## src/rtl/uart_rx.sv

```systemverilog
// UART receiver: 2-flop input synchronizer, mid-bit sampling FSM with optional parity,
// break detection and a show-ahead receive FIFO with overrun reporting.
module uart_rx #(
    parameter int CLK_FREQ_HZ = 50_000_000,
    parameter int BAUD_RATE   = 115_200,
    parameter int DATA_BITS   = 8,
    parameter int PARITY      = 0,
    parameter int FIFO_DEPTH  = 4
) (
    input  logic                 CLK,
    input  logic                 RESET,
    input  logic                 RXD,
    output logic [DATA_BITS-1:0] rx_data,
    output logic                 rx_valid,
    input  logic                 rx_ready,
    output logic                 frame_err,
    output logic                 parity_err,
    output logic                 overrun
);
    localparam int CPB_RAW = CLK_FREQ_HZ / BAUD_RATE;
    localparam int CPB     = (CPB_RAW < 4) ? 4 : CPB_RAW;
    localparam int HALF    = CPB / 2;
    localparam int CW      = $clog2(CPB);
    localparam int BW      = $clog2(DATA_BITS + 1);
    localparam int AW      = $clog2(FIFO_DEPTH);
    localparam int NW      = AW + 1;

    localparam logic [2:0] S_IDLE   = 3'd0;
    localparam logic [2:0] S_START  = 3'd1;
    localparam logic [2:0] S_DATA   = 3'd2;
    localparam logic [2:0] S_PARITY = 3'd3;
    localparam logic [2:0] S_STOP   = 3'd4;
    localparam logic [2:0] S_BREAK  = 3'd5;

    logic                 sync1_q, sync2_q, prev_q;
    logic [2:0]           state_q, state_d;
    logic [CW-1:0]        baud_q, baud_d;
    logic [BW-1:0]        bit_q, bit_d;
    logic [DATA_BITS-1:0] shift_q, shift_d;
    logic                 par_ok_q, par_ok_d;
    logic                 push_q, push_d;
    logic                 ferr_q, ferr_d;
    logic                 perr_q, perr_d;
    logic                 ovr_q, ovr_d;

    logic [DATA_BITS-1:0] mem_q [FIFO_DEPTH];
    logic [AW-1:0]        wr_q, rd_q;
    logic [NW-1:0]        cnt_q;
    logic                 rxd_s, tick, half_tick, pop, full, wr_en;

    assign rxd_s     = sync2_q;
    assign tick      = (baud_q == CW'(CPB - 1));
    assign half_tick = (baud_q == CW'(HALF - 1));

    always_comb begin
        state_d  = state_q;
        baud_d   = baud_q + CW'(1);
        bit_d    = bit_q;
        shift_d  = shift_q;
        par_ok_d = par_ok_q;
        push_d   = 1'b0;
        ferr_d   = 1'b0;
        perr_d   = 1'b0;
        case (state_q)
            S_IDLE: begin
                baud_d = '0;
                if (prev_q && !rxd_s) begin
                    state_d  = S_START;
                    bit_d    = '0;
                    par_ok_d = 1'b1;
                end
            end
            S_START: begin
                if (half_tick) begin
                    baud_d  = '0;
                    state_d = rxd_s ? S_IDLE : S_DATA;
                end
            end
            S_DATA: begin
                if (tick) begin
                    baud_d  = '0;
                    shift_d = {rxd_s, shift_q[DATA_BITS-1:1]};
                    bit_d   = bit_q + BW'(1);
                    if (bit_q == BW'(DATA_BITS - 1))
                        state_d = (PARITY == 0) ? S_STOP : S_PARITY;
                end
            end
            S_PARITY: begin
                if (tick) begin
                    baud_d   = '0;
                    par_ok_d = (((^shift_q) ^ rxd_s) == (PARITY == 1));
                    state_d  = S_STOP;
                end
            end
            S_STOP: begin
                if (tick) begin
                    baud_d = '0;
                    if (!rxd_s) begin
                        ferr_d  = 1'b1;
                        state_d = S_BREAK;
                    end else if (!par_ok_q) begin
                        perr_d  = 1'b1;
                        state_d = S_IDLE;
                    end else begin
                        push_d  = 1'b1;
                        state_d = S_IDLE;
                    end
                end
            end
            S_BREAK: begin
                baud_d = '0;
                if (rxd_s) state_d = S_IDLE;
            end
            default: state_d = S_IDLE;
        endcase
    end

    always_ff @(posedge CLK) begin
        if (RESET) begin
            sync1_q  <= 1'b1;
            sync2_q  <= 1'b1;
            prev_q   <= 1'b1;
            state_q  <= S_IDLE;
            baud_q   <= '0;
            bit_q    <= '0;
            par_ok_q <= 1'b1;
            push_q   <= 1'b0;
            ferr_q   <= 1'b0;
            perr_q   <= 1'b0;
        end else begin
            sync1_q  <= RXD;
            sync2_q  <= sync1_q;
            prev_q   <= sync2_q;
            state_q  <= state_d;
            baud_q   <= baud_d;
            bit_q    <= bit_d;
            par_ok_q <= par_ok_d;
            push_q   <= push_d;
            ferr_q   <= ferr_d;
            perr_q   <= perr_d;
        end
    end

    // Payload shift register carries no reset; it is only consumed after a full frame.
    always_ff @(posedge CLK) begin
        shift_q <= shift_d;
    end

    assign pop   = rx_valid && rx_ready;
    assign full  = (cnt_q == NW'(FIFO_DEPTH));
    assign wr_en = push_q && (!full || pop);
    assign ovr_d = push_q && full && !pop;

    always_ff @(posedge CLK) begin
        if (RESET) begin
            wr_q  <= '0;
            rd_q  <= '0;
            cnt_q <= '0;
            ovr_q <= 1'b0;
        end else begin
            if (wr_en) wr_q <= wr_q + AW'(1);
            if (pop)   rd_q <= rd_q + AW'(1);
            case ({wr_en, pop})
                2'b10:   cnt_q <= cnt_q + NW'(1);
                2'b01:   cnt_q <= cnt_q - NW'(1);
                default: cnt_q <= cnt_q;
            endcase
            ovr_q <= ovr_d;
        end
    end

    always_ff @(posedge CLK) begin
        if (wr_en) mem_q[wr_q] <= shift_q;
    end

    assign rx_data    = mem_q[rd_q];
    assign rx_valid   = (cnt_q != '0);
    assign frame_err  = ferr_q;
    assign parity_err = perr_q;
    assign overrun    = ovr_q;
endmodule

```

## config.mk

```make
export PLATFORM = sky130hd
export DESIGN_NAME = uart_rx
export DESIGN_NICKNAME = d
export VERILOG_FILES = /design/src/rtl/uart_rx.sv
export SDC_FILE = /design/constraint.sdc
export NUM_CORES = 1
export LEC_CHECK = 0
export CORE_MARGIN = 5
export CORE_UTILIZATION = 53
export DETAILED_ROUTE_END_ITERATION = 10
export PLACE_DENSITY = 0.76
export SYNTH_ARGS = -nofsm -noshare
export SYNTH_HDL_FRONTEND = slang
export SYNTH_SLANG_ARGS = --single-unit
```

## constraint.sdc

```tcl
create_clock -name CLK -period 1.7 [get_ports CLK]
set_clock_uncertainty 0.15 [all_clocks]
set_input_delay 0.425 -clock CLK [delete_from_list [all_inputs] [get_ports CLK]]
set_output_delay 0.425 -clock CLK [all_outputs]
set_load 0.1 [all_outputs]
```

==> flow_summary.json <==
{
  "outcome": "finished, violations left",
  "failed_checks": "negative setup slack",
  "max_freq_mhz": 471,
  "overflow": 0,
  "max_cap_violations": 0,
  "p_leak_uw": 0.00160,
  "crit_chain": "buf_12 > mux4_2 > buf_12",
  "worstHoldPathCells": 1,
  "rrSetupSlack_ns": -0.21,
  "regToRegEndpoint": "cnt_q[1]",
  "cp-end-kind": "output pin",
  "synth_seq_cells": 73,
  "antenna_left": 0,
  "synth.yosys.seq_area_share": 0.598,
  "drt_pre_antenna_iters": 4,
  "port_buffers": 15,
  "power.density_mw_per_mm2": 1390,
  "synthArstFlopShare": 0,
  "yosys_warnings": 0,
  "drive_gt1_frac": 0.489,
  "cts.sinks": 73,
  "met1_length_um": 2720,
  "hold_viol_final": 0,
  "cts_buffers": 9,
  "clk_latency_ns": 0.35,
  "relSlewSlack": 0.774,
  "clkTransAtPathRegs_ns": 0.08,
  "diodes": 0,
  "io_pins": 16,
  "synth_area_mm2": 0.00311,
  "cts_hold_buf": 0,
  "critPathBufInv": 2,
  "wirelength_um": 6630,
  "syn_to_final_growth_pct": 41.9,
  "fp.coreArea_mm2": 0.00582,
  "drt-initial-drc-count": 172,
  "synthFlopType": "edfxtp_1",
  "vias": 2184,
  "grt_start_max_net_pins": 14,
  "grt_pass1_wl_um": 10400,
  "n_fill_cell": 357,
  "cpPeakStageDelay_ns": 0.53,
  "wl_met2_um": 3500,
  "grt_setup_unrepaired": "yes",
  "start_kind": "flip-flop",
  "gp_congestion": 0.859,
  "route.met3.wl_um": 234,
  "syn_area_per_cell_um2": 13.0,
  "synth-edff-count": 40,
  "cp.arrival_ns": 1.55,
  "remaining_drc_errors": 0,
  "min_period_ns": 2.12,
  "crit_top_cell": "buf_12",
  "nets": 329,
  "drv_slew": 0,
  "place_ws_ns": -0.592,
  "ff2ff_path_depth": 6,
  "top_layer_used": "met4",
  "grt_pass1_vias": 2234,
  "clockBufferDepth": 2,
  "hp-class": "reg2reg",
  "grt_usage": 0.185,
  "rows": 28,
  "cts_tree": "yes",
  "die_area_mm2": 0.00750,
  "die_h_um": 86.6,
  "worst_pin_slew_ns": 0.338,
  "synth_cell_type_count": 57,
  "r2r-start": "cnt_q[2]",
  "finalWorstSetupSlack_ns": -0.423,
  "h-tree-depth": 3,
  "path_class": "reg2out",
  "setup_viol": 26,
  "critPathTopFamily": "multiplexers",
  "initial_utilization": 0.535,
  "cp_slowest_cell": "mux4_2",
  "syn_inst": 239,
  "cts_root_buf": "clkbuf_8",
  "period_share": 1.25,
  "min_to": "rxd_s",
  "vdd_drop_max_v": 0.000977,
  "power_uw": 6140,
  "routed_via_density": 5.52,
  "wl_per_cell_um": 16.7,
  "path_max_fanout": 8,
  "die_w_um": 86.6,
  "hpwl_um": 4290,
  "min-delay-start": "sync1_q",
  "synth_nets": 252,
  "critPathRequiredTime_ns": 1.12,
  "antenna_found_initial": 0
}
[routing by layer]
layer	up-vias	track usage
met2	57	0.333
met3	16	0.0475
met1	1076	0.205
met5	-	0
li1	1035	-
met4	0	0.0779
[repair_timing]
item	in CTS	in global routing
setup buffers	8	2
setup endpoints to repair	70	73
gates cloned	1	0
gates resized for setup	25	38
pin swaps	15	15
[layout by cell type (no fill, tap or decap), types with 3 or more instances in the layout]
master    Yosys  routed
nor2_4        0       5
a21oi_2       0       3
clkbuf_8      0       9
xnor2_1      12      10
buf_12        0      14
ha_4          0       3
nor3_2        0       4
nand2_1       7       7
buf_6         2      11
mux4_2        8       8
dfxtp_2       0       8
xor2_1        4       3
dfxtp_1      33      25
nand3_2       1       3
nor2_1       22      15
and3_4        1       6
edfxtp_1     40      40
ha_1          8       5
nand4_1       5       5
a21oi_1       7       4
inv_1        17      14
buf_4         0      48
nand3_1       6       4
[worst max path at each step]
stage	from	endpoint	slack [ns]	cells past startpoint
finish	flip-flop	rx_data[4]	-0.42	3
global route	flip-flop	rx_data[4]	-0.48	3
CTS	flip-flop	rx_data[4]	-0.45	3
detailed placement	rx_ready	cnt_q[2]	-0.59	7
global placement	rx_ready	cnt_q[2]	-0.53	7
floorplan	cnt_q[1]	cnt_q[1]	-0.10	5
[where the power goes]
part           leakage (uW)  switching [uW]  internal, uW
Sequential         0.000630             108          1960
Clock              0.000109             655           825
Combinational      0.000862            1400          1200
Total               0.00160            2160          3980
[stage by stage]
stage          cells  hold slack, ns  setup TNS (ns)  instance area [um^2]   util
2_1_floorplan    239           0.239          -0.957                  3170      -
3_3_place_gp     373           0.245          -19.72                  3890  0.669
3_5_place_dp     373           0.255          -20.78                  3890  0.669
4_1_cts          398           0.272           -4.22                  4270  0.734
5_1_grt          396           0.286           -6.54                  4420  0.759
6_report         396           0.268           -4.41                  4420  0.759
[layout make-up]
type,count,area [um^2],area share
clock buffer,9,124,0.0281
tap,75,93.8,0.0213
clock inverter,7,95.1,0.0215
sequential,73,1870,0.424
inverter,17,66.3,0.0150
timing repair buffer,76,793,0.180
multi-input combinational,139,1370,0.311
[Yosys cell counts (2+ instances only)]
| library cell | number | area, um^2 |
|---|---|---|
| a21oi_1 | 7 | 35.0 |
| nor2_1 | 22 | 82.6 |
| nand2b_1 | 2 | 12.5 |
| xor2_1 | 4 | 35.0 |
| o31ai_1 | 3 | 22.5 |
| a311oi_1 | 2 | 17.5 |
| inv_1 | 17 | 63.8 |
| buf_2 | 4 | 20.0 |
| or4_1 | 2 | 15.0 |
| xnor2_1 | 12 | 105 |
| clkbuf_1 | 2 | 7.51 |
| dfxtp_1 | 33 | 661 |
| nand3_1 | 6 | 30.0 |
| buf_6 | 2 | 22.5 |
| edfxtp_1 | 40 | 1200 |
| or2_2 | 2 | 12.5 |
| nand4_1 | 5 | 31.3 |
| nand2_1 | 7 | 26.3 |
| and2_1 | 2 | 12.5 |
| and4b_1 | 3 | 30.0 |
| nor3_1 | 6 | 30.0 |
| nand4b_1 | 2 | 17.5 |
| buf_1 | 2 | 7.51 |
| and3_1 | 5 | 31.3 |
| mux4_2 | 8 | 180 |
| ha_1 | 8 | 100 |
[sequential cells by signal, summed over array words and instances (netlist names), 2 cells and up, named ones only]
| register | flops |
|---|---|
| baud_q | 9 |
| wr_q | 2 |
| state_q | 3 |
| shift_q | 8 |
| mem_q | 32 |
| bit_q | 4 |
| cnt_q | 3 |
| rd_q | 2 |
[logic make-up (layout without fill, tap and decap cells)]
logic type / Yosys count / count (layout) / share of synthesized area
xor+xnor: 17 / 17 / 0.0523
flops: 73 / 73 / 0.598
fa+ha+maj: 9 / 9 / 0.0386
mux: 8 / 8 / 0.0579
compound gates: 26 / 26 / 0.0627
buf+inv: 27 / 109 / 0.0390
simple gates: 79 / 79 / 0.151
No activity file was read; power rests on OpenSTA's default activity.
